File: src/rtl/word_fifo_if.sv
// Handshake bundle for word_fifo: write side (in_*) and read side (out_*).
// The master modport is the environment around the FIFO (producer and consumer).
// The slave modport is the FIFO itself.
interface word_fifo_if #(
    parameter int unsigned WIDTH = 8
) ();
    logic             in_valid;
    logic             in_ready;
    logic [WIDTH-1:0] in_data;
    logic             out_valid;
    logic             out_ready;
    logic [WIDTH-1:0] out_data;

    modport master (
        output in_valid,
        output in_data,
        output out_ready,
        input  in_ready,
        input  out_valid,
        input  out_data
    );

    modport slave (
        input  in_valid,
        input  in_data,
        input  out_ready,
        output in_ready,
        output out_valid,
        output out_data
    );
endinterface

File: src/rtl/word_fifo.sv
// word_fifo: first-word-fall-through FIFO with an occupancy count and an optional
// high-water mark. Define WORD_FIFO_HWM_EN to build the high-water-mark register;
// without it hwm reads 0 and hwm_clr is ignored.
// DEPTH must be a power of two and at least 2 so the pointers wrap by overflow.
// The interface instance must be built with the same WIDTH as this module.
module word_fifo #(
    parameter int unsigned WIDTH = 8,
    parameter int unsigned DEPTH = 4,
    localparam int unsigned AW   = $clog2(DEPTH),
    localparam int unsigned CW   = AW + 1
) (
    input  logic          clk,
    input  logic          rst_n,
    word_fifo_if.slave    bus,
    output logic [CW-1:0] count,
    output logic [CW-1:0] hwm,
    input  logic          hwm_clr
);

    logic [WIDTH-1:0] mem_q [DEPTH];
    logic [AW-1:0]    wr_ptr_q;
    logic [AW-1:0]    rd_ptr_q;
    logic [CW-1:0]    count_q;
    logic [CW-1:0]    count_d;
    logic             push;
    logic             pop;

    // Handshake flags decode straight from the registered count; no in-to-out bypass.
    always_comb begin
        bus.in_ready  = (count_q != CW'(DEPTH));
        bus.out_valid = (count_q != '0);
        bus.out_data  = mem_q[rd_ptr_q];
        push          = bus.in_valid && bus.in_ready;
        pop           = bus.out_valid && bus.out_ready;
    end

    // Occupancy next state: simultaneous push and pop leaves it unchanged.
    always_comb begin
        count_d = count_q;
        unique case ({push, pop})
            2'b10:   count_d = count_q + CW'(1);
            2'b01:   count_d = count_q - CW'(1);
            default: count_d = count_q;
        endcase
    end

    // Storage, pointers and count; reset clears every entry so out_data reads 0.
    always_ff @(posedge clk) begin
        if (!rst_n) begin
            wr_ptr_q <= '0;
            rd_ptr_q <= '0;
            count_q  <= '0;
            for (int i = 0; i < int'(DEPTH); i++) begin
                mem_q[i] <= '0;
            end
        end else begin
            if (push) begin
                mem_q[wr_ptr_q] <= bus.in_data;
                wr_ptr_q        <= wr_ptr_q + AW'(1);
            end
            if (pop) begin
                rd_ptr_q <= rd_ptr_q + AW'(1);
            end
            count_q <= count_d;
        end
    end

    assign count = count_q;

`ifdef WORD_FIFO_HWM_EN
    logic [CW-1:0] hwm_q;
    logic [CW-1:0] hwm_d;

    // Track the peak post-update count; a clear restarts from the current count.
    always_comb begin
        hwm_d = hwm_q;
        if (hwm_clr) begin
            hwm_d = count_d;
        end else if (count_d > hwm_q) begin
            hwm_d = count_d;
        end
    end

    // High-water-mark register.
    always_ff @(posedge clk) begin
        if (!rst_n) begin
            hwm_q <= '0;
        end else begin
            hwm_q <= hwm_d;
        end
    end

    assign hwm = hwm_q;
`else
    // Port kept so both builds share one port list.
    logic unused_hwm_clr;
    assign unused_hwm_clr = hwm_clr;
    assign hwm            = '0;
`endif

endmodule

File: src/flat_wrapper.sv
// flat-port wrapper written by rule: the top's interface ports become plain ports
module word_fifo_flat 
#(
    parameter int unsigned WIDTH = 8,
    parameter int unsigned DEPTH = 4,
    localparam int unsigned AW   = $clog2(DEPTH),
    localparam int unsigned CW   = AW + 1
)
  (clk, rst_n, count, hwm, hwm_clr, bus_in_valid, bus_in_data, bus_out_ready, bus_in_ready, bus_out_valid, bus_out_data);
  word_fifo_if #(.WIDTH(WIDTH)) bus_i ();
  input  logic clk;
  input  logic rst_n;
  output logic [CW-1:0] count;
  output logic [CW-1:0] hwm;
  input  logic hwm_clr;
  input wire logic [$bits(bus_i.in_valid)-1:0] bus_in_valid;
  input wire logic [$bits(bus_i.in_data)-1:0] bus_in_data;
  input wire logic [$bits(bus_i.out_ready)-1:0] bus_out_ready;
  output wire logic [$bits(bus_i.in_ready)-1:0] bus_in_ready;
  output wire logic [$bits(bus_i.out_valid)-1:0] bus_out_valid;
  output wire logic [$bits(bus_i.out_data)-1:0] bus_out_data;
  assign bus_i.in_valid = bus_in_valid;
  assign bus_i.in_data = bus_in_data;
  assign bus_i.out_ready = bus_out_ready;
  assign bus_in_ready = bus_i.in_ready;
  assign bus_out_valid = bus_i.out_valid;
  assign bus_out_data = bus_i.out_data;
  word_fifo #(.WIDTH(WIDTH), .DEPTH(DEPTH)) u_core (.clk(clk), .rst_n(rst_n), .bus(bus_i), .count(count), .hwm(hwm), .hwm_clr(hwm_clr));
endmodule
File: config.mk
export PLATFORM = sky130hd
export DESIGN_NAME = word_fifo_flat
export DESIGN_NICKNAME = d
export VERILOG_FILES = /design/src/rtl/word_fifo_if.sv /design/src/rtl/word_fifo.sv /design/src/flat_wrapper.sv
export SDC_FILE = /design/constraint.sdc
export NUM_CORES = 1
export LEC_CHECK = 0
export CAP_MARGIN = 20
export CORE_MARGIN = 4
export CORE_UTILIZATION = 35
export DETAILED_ROUTE_END_ITERATION = 8
export GPL_ROUTABILITY_DRIVEN = 0
export HOLD_SLACK_MARGIN = 0.02
export SYNTH_ARGS = -nofsm -noshare
export SYNTH_HDL_FRONTEND = slang
export SYNTH_SLANG_ARGS = --single-unit
File: constraint.sdc
create_clock -name clk -period 3.1 [get_ports clk]
set_input_delay 0.93 -clock clk [delete_from_list [all_inputs] [get_ports clk]]
set_output_delay 0.93 -clock clk [all_outputs]
set_load 0.02 [all_outputs]
# Word level (Yosys, flattened, before mapping)
# Memory sizes are Yosys's and may differ from the RTL's. A register that Yosys moved wholly into a read port is not among the register bits.
# Cells that the tools add are included.
classes:
  addsub: 4
  n_eq_ne: 3
  n_mux: 10
  n_reduce_logical: 5
ops:
  columns: ["op", "n"]
  rows:
  - ["$mux W8", 1]
  - ["$reduce_or A8 Y1", 1]
  - ["$mux W2", 3]
  - ["$pmux W3 S2", 1]
  - ["$mux W1", 5]
  - ["$add A2 B1 Y2 const B", 2]
  - ["$add A3 B1 Y3 const B", 1]
  - ["$ne A3 B3 Y1 const B", 1]
  - ["$reduce_bool A3 Y1", 1]
  - ["$sub A3 B1 Y3 const B", 1]
  - ["$eq A2 B1 Y1 const B", 1]
  - ["$eq A2 B2 Y1 const B", 1]
  - ["$logic_and A1 B1 Y1", 2]
  - ["$reduce_bool A2 Y1", 1]
word_totals:
  ff_bits: 7
  ram_bits: 32
  inputBits: 13
  n_memories: 1
memory_table:
  columns: ["name", "depth", "width", "read_ports", "rd_ports_with_merged_regs", "wr", "line_no", "text"]
  rows:
  - ["u_core.mem_q", 4, 8, 1, 1, 4, "word_fifo.sv:20", "logic [WIDTH-1:0] mem_q [DEPTH];"]

# Longest topological paths before layout
# Gate-level depths: netlist (run 1).
depth:
  word_depth: 7
  depth_mapped: 9
  depth_no_buf: 9

# Worst setup path after synthesis (run 1)
# OpenSTA, ideal clock, no wires.
synth_path:
  path_type: "input to register"
  from: "input port bus_in_valid"
  to: "register u_core.count_q[2] (netlist: u_core.count[2])"
  setup_time_ns: 0.076
  t_arrival_ns: 2.453
  path_slack_ns: 0.571
  path_stages: 9
  cell_sequence: "inv_1 -> nor2_2 -> inv_1 -> ha_1 -> inv_1 -> fa_1 -> xor2_1 -> or3_1 -> a21boi_0"
synth_between:
  elab_chain_cells: 3
  elab_cells_between_ends: 5
synth_rtl:
  columns: ["item", "line_no", "text"]
  rows:
  - ["start: declaration", "flat_wrapper.sv:16", "input wire logic [$bits(bus_i.in_valid)-1:0] bus_in_valid;"]
  - ["$logic_and A1 B1 Y1 *", "word_fifo.sv:33", "push = bus.in_valid && bus.in_ready;"]
  - ["$eq A2 B1 Y1 or $eq A2 B2 Y1 (tied branches)", "word_fifo.sv:40", "unique case ({push, pop})"]
  - ["$pmux W3 S2 or $reduce_bool A2 Y1 (tied branches)", null, null]
  - ["end signal: assignment", "word_fifo.sv:64", "count_q <= count_d;"]
  - ["end: declaration", "word_fifo.sv:23", "logic [CW-1:0] count_q;"]
# Mark *: on every way between the ends. The rest lies on a longest branch, timed or not.
# A chain may end at the register's enable or synchronous reset.

==> impl_metrics.ini, run 1 <==
[setup_path]
worstPathRequired_ns = 2.17
worstPathArrival_ns = 1.98
path_max_fanout = 6
timing.critical_path.from_type = flop
critPathCaptureType = primary output
critPathKind = reg2out

[finish]
final_design_area_no_fill_um2 = 2370
diodes = 0
total_nets_final = 184
stdcell_count = 240
fillers = 484
area_overhead_vs_synth_pct = 25.0
layout-drive-gt1-share_pct = 17.6
layout.area.seq_um2 = 1140
final_core_area_utilization_pct = 45.9
multiInputGateArea_um2 = 704

[global_route]
grt_pass1_vias = 1209
global_route_wire_length_before_repair_mm = 5.83
globalRoute.totalOverflow = 0
global_route.usage.total_pct = 12.1
grt_max_degree = 16
antenna_found_initial = 0

[placement]
placement.setup.worst_slack_ns = 0.0948
placedCellCount = 232
hpwl_mm = 2.49
placement.io_buffers = 24
placedInstanceArea_um2 = 2280

[clock_tree]
tritoncts = built
h-tree-depth = 2
clk-insertion-delay-late_ns = 0.29
cts_resized = 0
clkTransAtPathRegs_ns = 0.07
cts_root_buf = sky130_fd_sc_hd__clkbuf_8
cts-root-to-sink-buffers = 2
numCtsBuffers = 5
cts_hold_buffers = 0
clock_sinks = 41
cts_setup_buffers = 0

[floorplanning]
ioPinCount = 29
die-area_um2 = 6670
coreArea_um2 = 5170
rows = 26
floorplan.initialDensity_pct = 36.7
floorplan.die.height_um = 81.7
die_width_um = 81.7

[drt]
dr.pass1.iters = 4
avgRoutedWirePerCell_um = 15.4
vias_post_dr = 1148
drc_errors = 0
ant_nets = 0
wl_final_mm = 3.69
drt_first_iter_violations = 39
viasPerCell = 4.78

[sta]
worst_slew_margin_rel_pct = 66.4
rsz_0062_raised_after_global_routing = false
hold_ws_ns = 0.567
final_setup_viols = 0
setup-tns-final_ns = 0
finClkSkew_ns = 0.00314
timing.final.ws_setup_ns = 0.190
worst_pin_slew_ns = 0.502
max_clock_freq_mhz = 344
timing.final.crit_share_pct = 93.9
fin_crit_ns = 2.91
report.final.hold_viol_count = 0
timing_max_transition_violations_final = 0

[power]
leakage_nw = 0.879
vdd.ir_drop.worst_mv = 0.356
totalPowerFinal_mw = 1.70
power.density_cell_area_nw_per_um2 = 717

[status]
outcome = finished, final reports clean

[logic_synthesis]
synth_top_cell_by_area = sky130_fd_sc_hd__edfxtp_1
post_synth_edffs = 32
synth_async_sr_flop_share_pct = 0
syn_area_per_cell_um2 = 14.3
synth_seq_cells = 41
synth.distinct_cells = 33
netlist.area_leader.share_pct = 50.6
sequential_to_total_area_share_from_yosys_stat_pct = 60.1
ys.warnings.count = 0
netlist_area_um2 = 1900
synthesis.instances = 133
dominantRegCellSynth = sky130_fd_sc_hd__edfxtp_1
main_area_contributors_after_synthesis = sky130_fd_sc_hd__edfxtp_1, sky130_fd_sc_hd__dfxtp_1, sky130_fd_sc_hd__mux4_2

[worst_hold_path]
hp-class = reg2reg

[flow_run]
timing.max_cap.violations = 0
## layout by cell type, fill, tap and decap left out, drive strengths merged
| cell | netlist | final |
|---|---|---|
| o21ai | 5 | 5 |
| and4 | 1 | 1 |
| clkdlybuf4s50 | 0 | 24 |
| ha | 1 | 1 |
| nand4b | 1 | 1 |
| a21boi | 1 | 1 |
| fa | 1 | 1 |
| nor2 | 2 | 2 |
| nor4b | 2 | 2 |
| clkbuf | 2 | 8 |
| conb | 1 | 3 |
| mux4 | 8 | 8 |
| o31a | 1 | 1 |
| nand4 | 1 | 1 |
| or3 | 2 | 2 |
| inv | 6 | 6 |
| xnor2 | 3 | 3 |
| buf | 5 | 10 |
| o311ai | 1 | 1 |
| and3 | 8 | 8 |
| o31ai | 1 | 1 |
| edfxtp | 32 | 32 |
| dfxtp | 9 | 9 |
| o211ai | 1 | 1 |
| xor2 | 1 | 1 |
| nand2b | 3 | 3 |
| nand2 | 4 | 4 |
| nor3b | 1 | 1 |
| and2 | 27 | 27 |
| nor2b | 2 | 2 |
## critical path, stage by stage (launching register included)
cell,delay (ns)
sky130_fd_sc_hd__dfxtp_1,0.47
sky130_fd_sc_hd__buf_12,0.17
sky130_fd_sc_hd__mux4_2,0.50
sky130_fd_sc_hd__clkdlybuf4s50_1,0.55
## worst paths after layout
path	start	end	slack, ns	cells past startpoint
setup reg to reg	u_core.count[2]	u_core.count[2]	0.75	9
hold / removal	u_core.wr_ptr_q[0]	u_core.wr_ptr_q[0]	0.57	2
setup / recovery	flop	bus_out_data[6]	0.19	3
hold reg to reg	u_core.wr_ptr_q[0]	u_core.wr_ptr_q[0]	0.57	2
## synth_stat cells (all sizes together), types with 2 or more instances
master	n
nor2	2
inv	6
buf	5
o21ai	5
and2	27
or3	2
nor2b	2
nand2b	3
edfxtp	32
mux4	8
nand2	4
nor4b	2
dfxtp	9
xnor2	3
and3	8
clkbuf	2
## where the power goes
| group | switching (mW) | internal [mW] |
|---|---|---|
| clock | 0.174 | 0.182 |
| combinational | 0.274 | 0.323 |
| sequential | 0.0677 | 0.679 |
| total | 0.516 | 1.18 |
## state kept, by name, indices dropped and copies added (netlist names), named ones only
signal	cells
u_core.wr_ptr_q	2
u_core.mem_q	32
u_core.rd_ptr_q	2
u_core.count	3
## metal layers
metal / vias up / wire length, µm / global-route usage (%)
li1: 552 / - / -
met4: 0 / 50 / 3.99
met5: - / 0 / 0
met2: 26 / 1910 / 21.7
met3: 5 / 151 / 3.51
met1: 565 / 1580 / 13.9
## layout make-up
cell class | instances | share of cell area, %
timing repair buffer | 34 | 13.8
tap | 70 | 3.69
inverter | 6 | 0.949
clock buffer | 8 | 3.80
sequential | 41 | 48.1
multi-input combinational | 81 | 29.7
## cells by family after synthesis
group | share of synthesized area, %
other | 0.197
adders and majority gates | 1.71
AOI/OAI and AO/OA | 3.43
muxes | 9.49
DFF | 60.1
and+or+nand+nor | 20.0
xor gates and xnor gates | 1.84
buffers and inverters | 3.23
(Power assumes the default switching activity.)
==> run 2: changes to the inputs <==
--- a/config.mk
+++ b/config.mk
@@ -11,6 +11,7 @@
 export DETAILED_ROUTE_END_ITERATION = 8
 export GPL_ROUTABILITY_DRIVEN = 0
 export HOLD_SLACK_MARGIN = 0.02
+export SLEW_MARGIN = 20
 export SYNTH_ARGS = -nofsm -noshare
 export SYNTH_HDL_FRONTEND = slang
 export SYNTH_SLANG_ARGS = --single-unit
==> results of run 2 <==
No change in the layout: final DEF, timing and power equal those of run 1.
